### src/rtl/tl_pkg.sv
// Shared types and helpers for the N-way traffic-light phase controller.
// Lamp codes, controller states and the round-robin next-way search.
package tl_pkg;

   typedef enum logic [1:0] {
      L_RED    = 2'd0,
      L_YELLOW = 2'd1,
      L_GREEN  = 2'd2
   } lamp_t;

   typedef enum logic [1:0] {
      ST_GREEN,
      ST_YELLOW,
      ST_ALLRED
   } state_t;

   localparam int MAX_WAY = 8;

   // First demanding way after cur, wrapping at n; cur when none.
   function automatic logic [2:0] rr_next(
      input logic [7:0] dem,
      input logic [3:0] n,
      input logic [2:0] cur
   );
      logic [3:0] idx;
      logic       found;
      rr_next = cur;
      found   = 1'b0;
      for (int k = 1; k < MAX_WAY; k++) begin
         idx = {1'b0, cur} + 4'(k);
         if (idx >= n) idx = idx - n;
         if (4'(k) < n && !found && dem[idx[2:0]]) begin
            rr_next = idx[2:0];
            found   = 1'b1;
         end
      end
   endfunction

endpackage

### src/rtl/tl_rr_pick.sv
// Combinational round-robin picker: next demanding way after cur and
// a flag saying whether any way other than cur has demand.
module tl_rr_pick
   import tl_pkg::*;
#(
   parameter  int N_WAY = 4,
   localparam int WW    = $clog2(N_WAY)
) (
   input  logic [N_WAY-1:0] demand,
   input  logic [WW-1:0]    cur,
   input  logic             en,
   output logic [WW-1:0]    next,
   output logic             other
);

   logic [7:0]       dem8;
   logic [2:0]       cur3;
   logic [2:0]       pick;
   logic [N_WAY-1:0] msk;

   always_comb begin
      dem8                = '0;
      dem8[N_WAY-1:0]     = demand;
      cur3                = '0;
      cur3[WW-1:0]        = cur;
      pick                = rr_next(dem8, 4'(N_WAY), cur3);
      msk                 = demand;
      msk[cur]            = 1'b0;
      next                = en ? pick[WW-1:0] : cur;
      other               = en & (|msk);
   end

endmodule

### src/rtl/tl_phase_ctrl.sv
// N-way round-robin traffic-light phase controller (green/yellow/all-red).
// Optional emergency preemption ports enabled by defining TL_PREEMPT_EN.
module tl_phase_ctrl
   import tl_pkg::*;
#(
   parameter  int N_WAY     = 4,
   parameter  int MIN_GREEN = 8,
   parameter  int MAX_GREEN = 32,
   parameter  int YELLOW_T  = 4,
   parameter  int ALLRED_T  = 2,
   localparam int WW        = $clog2(N_WAY),
   localparam int CW        = $clog2(MAX_GREEN + 1)
) (
   input  logic               clk,
   input  logic               reset,
   input  logic [N_WAY-1:0]   car_present,
`ifdef TL_PREEMPT_EN
   input  logic               preempt_req,
   input  logic [WW-1:0]      preempt_way,
`endif
   output logic [2*N_WAY-1:0] light,
   output logic [WW-1:0]      active_way,
   output logic               phase_change,
   output logic [CW-1:0]      phase_timer
);

   localparam logic [2*N_WAY-1:0] LIGHT_RST =
      {{(2*N_WAY-2){1'b0}}, L_GREEN};

   state_t             state, state_d;
   logic [CW-1:0]      timer_d;
   logic [WW-1:0]      act_d, nxt, nxt_d, pick;
   logic               pc_d, other, leave, go_green;
   logic               pre_hold, pre_go;
   logic [WW-1:0]      pre_way;
   logic [2*N_WAY-1:0] light_d;

   tl_rr_pick #(.N_WAY(N_WAY)) u_pick (
      .demand (car_present),
      .cur    (active_way),
      .en     (state == ST_GREEN),
      .next   (pick),
      .other  (other)
   );

`ifdef TL_PREEMPT_EN
   assign pre_way  = preempt_way;
   assign pre_hold = preempt_req && (active_way == preempt_way);
   assign pre_go   = preempt_req && (active_way != preempt_way);
`else
   assign pre_way  = '0;
   assign pre_hold = 1'b0;
   assign pre_go   = 1'b0;
`endif

   always_comb begin
      state_d  = state;
      timer_d  = phase_timer;
      act_d    = active_way;
      nxt_d    = nxt;
      pc_d     = 1'b0;
      leave    = 1'b0;
      go_green = 1'b0;
      unique case (state)
         ST_GREEN: begin
            if (phase_timer != CW'(MAX_GREEN - 1))
               timer_d = phase_timer + 1'b1;
            leave = other
                 && phase_timer >= CW'(MIN_GREEN - 1)
                 && (!car_present[active_way]
                     || phase_timer == CW'(MAX_GREEN - 1));
            if (pre_hold) leave = 1'b0;
            if (pre_go)   leave = 1'b1;
            if (leave) begin
               state_d = ST_YELLOW;
               timer_d = '0;
               nxt_d   = pre_go ? pre_way : pick;
            end
         end
         ST_YELLOW: begin
            timer_d = phase_timer + 1'b1;
            if (phase_timer == CW'(YELLOW_T - 1)) begin
               timer_d = '0;
               if (ALLRED_T == 0) go_green = 1'b1;
               else               state_d  = ST_ALLRED;
            end
         end
         ST_ALLRED: begin
            timer_d = phase_timer + 1'b1;
            if (phase_timer == CW'(ALLRED_T - 1)) go_green = 1'b1;
         end
         default: state_d = ST_GREEN;
      endcase
      // A request seen during clearance overrides the latched way.
      if (go_green) begin
         state_d = ST_GREEN;
         timer_d = '0;
         pc_d    = 1'b1;
         act_d   = (pre_go || pre_hold) ? pre_way : nxt;
      end
      light_d = '0;
      for (int i = 0; i < N_WAY; i++) begin
         if (act_d == WW'(i)) begin
            if (state_d == ST_GREEN)  light_d[2*i +: 2] = L_GREEN;
            if (state_d == ST_YELLOW) light_d[2*i +: 2] = L_YELLOW;
         end
      end
   end

   always_ff @(posedge clk) begin
      if (reset) begin
         state        <= ST_GREEN;
         phase_timer  <= '0;
         active_way   <= '0;
         nxt          <= '0;
         phase_change <= 1'b0;
         light        <= LIGHT_RST;
      end else begin
         state        <= state_d;
         phase_timer  <= timer_d;
         active_way   <= act_d;
         nxt          <= nxt_d;
         phase_change <= pc_d;
         light        <= light_d;
      end
   end

endmodule

### config.mk
export PLATFORM = sky130hd
export DESIGN_NAME = tl_phase_ctrl
export DESIGN_NICKNAME = d
export VERILOG_FILES = /design/src/rtl/tl_pkg.sv /design/src/rtl/tl_rr_pick.sv /design/src/rtl/tl_phase_ctrl.sv
export SDC_FILE = /design/constraint.sdc
export NUM_CORES = 1
export LEC_CHECK = 0
export ABC_CLOCK_PERIOD_IN_PS = 3450
export CAP_MARGIN = 15
export CELL_PAD_IN_SITES_DETAIL_PLACEMENT = 1
export CELL_PAD_IN_SITES_GLOBAL_PLACEMENT = 1
export CORE_MARGIN = 3
export CORE_UTILIZATION = 32
export DETAILED_ROUTE_END_ITERATION = 12
export DONT_BUFFER_PORTS = 1
export HOLD_SLACK_MARGIN = 0.02
export PLACE_DENSITY_LB_ADDON = 0.08
export SETUP_SLACK_MARGIN = 0.2
export SYNTH_ARGS = -nofsm -noshare
export SYNTH_HDL_FRONTEND = slang
export SYNTH_HIERARCHICAL = 1
export SYNTH_SLANG_ARGS = --single-unit
### constraint.sdc
create_clock -name clk -period 3.45 [get_ports clk]
set_clock_uncertainty 0.1 [all_clocks]
set_input_delay 0.69 -clock clk [delete_from_list [all_inputs] [get_ports clk]]
set_output_delay 0.69 -clock clk [all_outputs]
set_load 0.05 [all_outputs]
Yosys cells after proc, flatten, opt, wreduce, memory -nomap -nowiden
Index checks and enable logic that the tools add are counted.
{"block": "totals", "reg_bits": 21, "latchBits": 0, "mem_bits_rw": 0, "mem_bits_ro": 0, "inputBits": 6, "wordCells": 99, "memories": 0}
{"block": "classes", "add_sub_neg": 7, "mul": 0, "div": 0, "order_cmp": 9, "n_eq_ne": 11, "shift": 0, "muxes": 34, "bitwise_logic": 7, "reduce_logical": 21}
{"op": "$mux W2", "count": 10}
{"op": "$mux W6", "count": 3}
{"op": "$pmux W6 S3", "count": 1}
{"op": "$ge A4 B3 Y1 const B", "count": 3}
{"op": "$lt A3 B4 Y1 const B", "count": 3}
{"op": "$mux W1", "count": 11}
{"op": "$reduce_or A2 Y1", "count": 5}
{"op": "$bmux W1 S3", "count": 3}
{"op": "$mux W3", "count": 3}
{"op": "$sub A3 B3 Y3 const B", "count": 3}
{"op": "$add A2 B2 Y3 const B", "count": 2}
{"op": "$add A6 B1 Y6 const B", "count": 1}
{"op": "$eq A2 B1 Y1 const B", "count": 3}
{"op": "$eq A2 B2 Y1 const B", "count": 3}
{"op": "$eq A6 B1 Y1 const B", "count": 1}
{"op": "$eq A6 B2 Y1 const B", "count": 1}
{"op": "$eq A6 B5 Y1 const B", "count": 1}
{"op": "$ge A6 B3 Y1 const B", "count": 1}
{"op": "$logic_not A2 Y1", "count": 3}
{"op": "$ne A6 B5 Y1 const B", "count": 1}
{"op": "$pmux W2 S3", "count": 1}
{"op": "$logic_and A1 B1 Y1", "count": 5}
{"op": "$and A4 B4 Y4", "count": 1}
{"op": "$not A1 Y1", "count": 4}
{"op": "13 further kinds", "count": 16}

Depth between registers and ports, before layout
{"block": "depth", "depth_word": 18, "ltp_mapped": 11, "depth_no_buf": 9}

By module
Netlist, hierarchy kept.
{"module": "tl_phase_ctrl", "instances": 1, "cells_per_inst": 121, "area_per_inst_um2": 1117.3, "seq_area_each_um2": 420.4}
{"module": "tl_rr_pick", "instances": 1, "cells_per_inst": 42, "area_per_inst_um2": 300.3, "seq_area_each_um2": 0.0}

Worst setup path after synthesis
OpenSTA, ideal clock, no wires.
{"block": "synth_timing", "path_kind": "reg2reg", "start": "register active_way[0]", "end": "register phase_timer[1]", "t_arrival_ns": 2.495, "path_slack_ns": 0.722, "stages_incl_launch_ff": 12, "path_buffers": 2, "path_cell_list": "dfxtp_1 > buf_6 > inv_1 > ha_1 > o22ai_1 > o21a_1 > inv_1 > a41oi_2 > nor4bb_1 > or4_1 > buf_2 > a211oi_2"}
{"block": "synth_via", "elab_chain_cells": 13}
{"item": "start: declaration", "line": "tl_phase_ctrl.sv:22", "source": "output logic [WW-1:0] active_way,"}
{"item": "start signal: assignment", "line": "tl_phase_ctrl.sv:121", "source": "active_way <= act_d;"}
{"item": "$lt A2 B3 Y1 (not written as such) / $ge A2 B1 Y1 (equally long branches)", "line": "tl_rr_pick.sv:28", "source": "msk[cur] = 1'b0;"}
{"item": "$logic_and A1 B1 Y1 (not written as such)", "line": "tl_rr_pick.sv:28"}
{"item": "$mux W1 (not written as such)", "line": "tl_rr_pick.sv:28"}
{"item": "$demux W1 S2 (*)"}
{"item": "$not A4 Y4 (no source line) (*)"}
{"item": "$and A4 B4 Y4 (no source line) (*)"}
{"item": "$reduce_or A4 Y1 (*)", "line": "tl_rr_pick.sv:30", "source": "other = en & (|msk);"}
{"item": "$and A1 B1 Y1 (*)", "line": "tl_rr_pick.sv:30"}
{"item": "via other", "line": "tl_phase_ctrl.sv:33", "source": "logic pc_d, other, leave, go_green;"}
{"item": "$logic_and A1 B1 Y1 (*)", "line": "tl_phase_ctrl.sv:69", "source": "&& phase_timer >= CW'(MIN_GREEN - 1)"}
{"item": "$logic_and A1 B1 Y1 (*)", "line": "tl_phase_ctrl.sv:70", "source": "&& (!car_present[active_way]"}
{"item": "$mux W1 (*)", "line": "tl_phase_ctrl.sv:64", "source": "unique case (state)"}
{"item": "$mux W6 / $ne A3 B3 Y1 (equally long branches)"}
{"item": "$pmux W6 S3 / $reduce_and A2 Y1 (equally long branches)"}
{"item": "end signal: assignment", "line": "tl_phase_ctrl.sv:120", "source": "phase_timer <= timer_d;"}
{"item": "end: declaration", "line": "tl_phase_ctrl.sv:24", "source": "output logic [CW-1:0] phase_timer"}
Mark *: on every way through the listed nets, which the timed path passes. The rest lies on a longest branch. The select of a mux whose other input is x is not followed.
A chain may end at the register's enable or synchronous reset.

Worst setup path after layout
{"block": "layout_timing", "start": "register phase_timer[0]", "end": "register phase_timer[1]"}
{"block": "layout_via", "elab_chain_cells": 6}
{"item": "$ge A6 B3 Y1 / $eq A6 B5 Y1 (equally long branches)", "line": "tl_phase_ctrl.sv:69, tl_phase_ctrl.sv:71"}
{"item": "$logic_and A1 B1 Y1 / $logic_or A1 B1 Y1 (equally long branches)", "line": "tl_phase_ctrl.sv:69, tl_phase_ctrl.sv:71"}
{"item": "$logic_and A1 B1 Y1", "line": "tl_phase_ctrl.sv:70"}
{"item": "$mux W1", "line": "tl_phase_ctrl.sv:64"}
{"item": "$mux W6 / $ne A3 B3 Y1 (equally long branches)"}
{"item": "$pmux W6 S3 / $reduce_and A2 Y1 (equally long branches)"}
Parallel ways exist; a longest one is shown, timed or not. The select of a mux whose other input is x is not followed.

==> flow_metrics.tcl <==
set metrics [dict create \
    synth-xor-area-share_pct 2.471 \
    first_pass_iters 4 \
    synth_top_family_by_area "simple AND/OR/NAND/NOR gates" \
    dp_hpwl_mm 2.839 \
    cts_buffers 3 \
    dieHeight_um 72.56 \
    first_iter_violations 35 \
    diodes 0 \
    core_area_um2 4144 \
    hold_viol_final 0 \
    p_leak_uw 0.0006081 \
    die_x_um 72.56 \
    postSynthAreaPerCell_um2 8.697 \
    finalSetupViolations 0 \
    clk_transition_reported_paths_ns 0.08 \
    synth_seq_area_share_pct 29.66 \
    synth-simple-area-share_pct 26.57 \
    r2r_end "phase_timer[1]" \
    status "completed" \
    yosys_warnings 6 \
    max_freq_mhz 363.1 \
    final_max_slew_viol_count 0 \
    clockBufferDepth 2 \
    grt-ovfl-total 0 \
    grt_setup_unrepaired "false" \
    stdcell_count 217 \
    cp_max_fo 8 \
    drive_gt1_share_pct 11.38 \
    ir_worst_vdd_mv 0.2759 \
    worst_setup_path_start_kind "flop" \
    remaining_drc_errors 0 \
    syn-instance-count 163 \
    routed_wirelength_mm 3.606 \
    h-tree-depth 1 \
    fp.dieArea_um2 5265 \
    layout_commonest_cell "dfxtp_1" \
    critPathArrivalTime_ns 2.84 \
    wl_per_cell_um 16.62 \
    synth_compound_area_share_pct 20.12 \
    post-route-util_pct 36.87 \
    start_util_pct 34.21 \
    synthMuxAreaShare_pct 5.472 \
    post_cts_buffers 0 \
    syn_to_final_growth_pct 7.767 \
    viasPerCell 5.521 \
    fin_crit_sh_pct 79.83 \
    max_cap_violations 0 \
    min_delay_worst_endpoint "active_way[0]" \
    gr-usage-all-layers_pct 14.20 \
    synth_fa_ha_area_share_pct 10.59 \
    numPortBuffers 0 \
    cts_sinks 21 \
    dp.cells 213 \
    crit_required_ns 3.53 \
    async_flop_share_pct 0 \
    setup_tns_ns 0 \
    worstHoldStart "reset" \
    rows 23 \
    final_cell_mix "21 x dfxtp_1, 16 x nor2_1, 12 x inv_1, 12 x ha_1, 11 x a21oi_1" \
    cts_tree "built" \
    synth_edf_count 0 \
    power_density_nw_per_um2 314.5 \
    hold_class "input pin to flop" \
    worst_pin_slew_ns 0.7019 \
    final_nets 186 \
    drtAntennaViolNets 0 \
    ys_types 53 \
    rr_startpoint "phase_timer[0]" \
    place_congestion 0.7272 \
    syn_area_um2 1418 \
    grt_pass1_vias 1228 \
    cts_hold_buf 0 \
    reg2reg_slack_ns 0.70 \
    grt_pass1_wl_mm 5.982 \
    io_pins 23 \
    ys_ff_latch 21 \
    antenna_found_initial 0 \
    grt_max_degree 17 \
    crit_type "flop to flop" \
    vias 1198 \
    crit_path_end_kind "flop" \
    nFillCells 502 \
    reg2reg_depth 7 \
    slew_headroom_pct 53.14 \
    place_ws_ns 0.6904 \
    whs_path_depth 1 \
    fin_ws_ns 0.6960 \
    root_buffer "clkbuf_8" \
    ys.flop_type "dfxtp_1" \
    insertion_delay_ns 0.26 \
    post-route-min-period_ns 2.754 \
    synth_fp_nets 181 \
    cts_resized 0 \
]
[logic make-up (layout without fill, tap and decap cells)]
logic type / Yosys count / after routing
multiplexers: 6 / 6
AND/OR/NAND/NOR: 66 / 66
AO/OA/AOI/OAI: 38 / 38
adder cells (fa/ha/maj): 12 / 12
XOR/XNOR: 4 / 4
flip-flops: 21 / 21
buffers and inverters: 16 / 20
[stage by stage]
step | power [µW] | instance area, µm² | hold WS, ns
finish | 480.5 | 1528 | 0.3909
global route | 505.3 | 1528 | 0.3724
CTS | 489.2 | 1528 | 0.3791
detailed placement | 323.5 | 1483 | 0.4150
global placement | 321.6 | 1483 | 0.4213
floorplan | 312.2 | 1418 | 0.3783
[cell type report]
| cell class | count | area (µm²) | share of cell area (%) |
|---|---|---|---|
| clock buffer | 4 | 45.04 | 2.948 |
| timing repair buffer | 4 | 30.03 | 1.966 |
| tap | 50 | 62.56 | 4.095 |
| inverter | 12 | 45.04 | 2.948 |
| sequential | 21 | 420.4 | 27.52 |
| multi-input combinational | 126 | 924.6 | 60.52 |
[cells in the mapped netlist, types with 2 or more instances]
cell | instances | area share [%]
dfxtp_1 | 21 | 30
nor2_1 | 16 | 4.2
ha_1 | 12 | 11
inv_1 | 12 | 3.2
a21oi_1 | 11 | 3.9
nand2_1 | 8 | 2.1
nand3_1 | 7 | 2.5
nor4_1 | 6 | 2.6
mux2i_1 | 4 | 2.8
nor4b_1 | 4 | 2.5
o21ai_0 | 4 | 1.4
nand2b_1 | 3 | 1.3
nor2b_1 | 3 | 1.3
nor3_1 | 3 | 1.1
or3_1 | 3 | 1.3
xor2_1 | 3 | 1.9
a311oi_1 | 2 | 1.2
nor4_2 | 2 | 1.8
o211a_1 | 2 | 1.4
o21a_1 | 2 | 1.1
o21ai_1 | 2 | 0.71
o22ai_1 | 2 | 0.88
[critical path, cell delays in order, from the launching register on]
cell and delay (ns):
dfxtp_1 0.78, ha_1 0.36, and3b_1 0.19, a41oi_2 0.11
buf_4 0.21, nor4bb_1 0.13, or4_1 0.55, a211oi_2 0.24
[sequential cells by signal (all words and copies together), names as in the netlist]
| signal | flops |
|---|---|
| state | 2 |
| light | 8 |
| phase_timer | 6 |
| active_way | 2 |
| nxt | 2 |
| phase_change | 1 |
[routing by layer]
metal	GRT usage, %	vias up	part of all wire, %
met5	0	-	0
met4	3.074	0	0.61
met3	3.186	2	2.9
met2	24.05	11	48
met1	18.37	585	48
li1	-	600	-
[worst max path at each step]
stage	start	endpoint	depth (start not counted)
after floorplan	active_way[0]	phase_timer[1]	11
after global placement	phase_timer[0]	phase_timer[1]	7
after detailed placement	phase_timer[0]	phase_timer[1]	7
after CTS	phase_timer[0]	phase_timer[1]	7
after global routing	phase_timer[0]	phase_timer[1]	7
final	phase_timer[0]	phase_timer[1]	7
[where the power goes]
group          leakage (µW)  internal (µW)  switching [µW]  total (µW)
clock             0.0000228           82.3            81.2         164
sequential         0.000170            247            15.7         263
combinational      0.000415           22.6            31.8        54.4
total              0.000608            352             129         480
(Power assumes the default switching activity.)
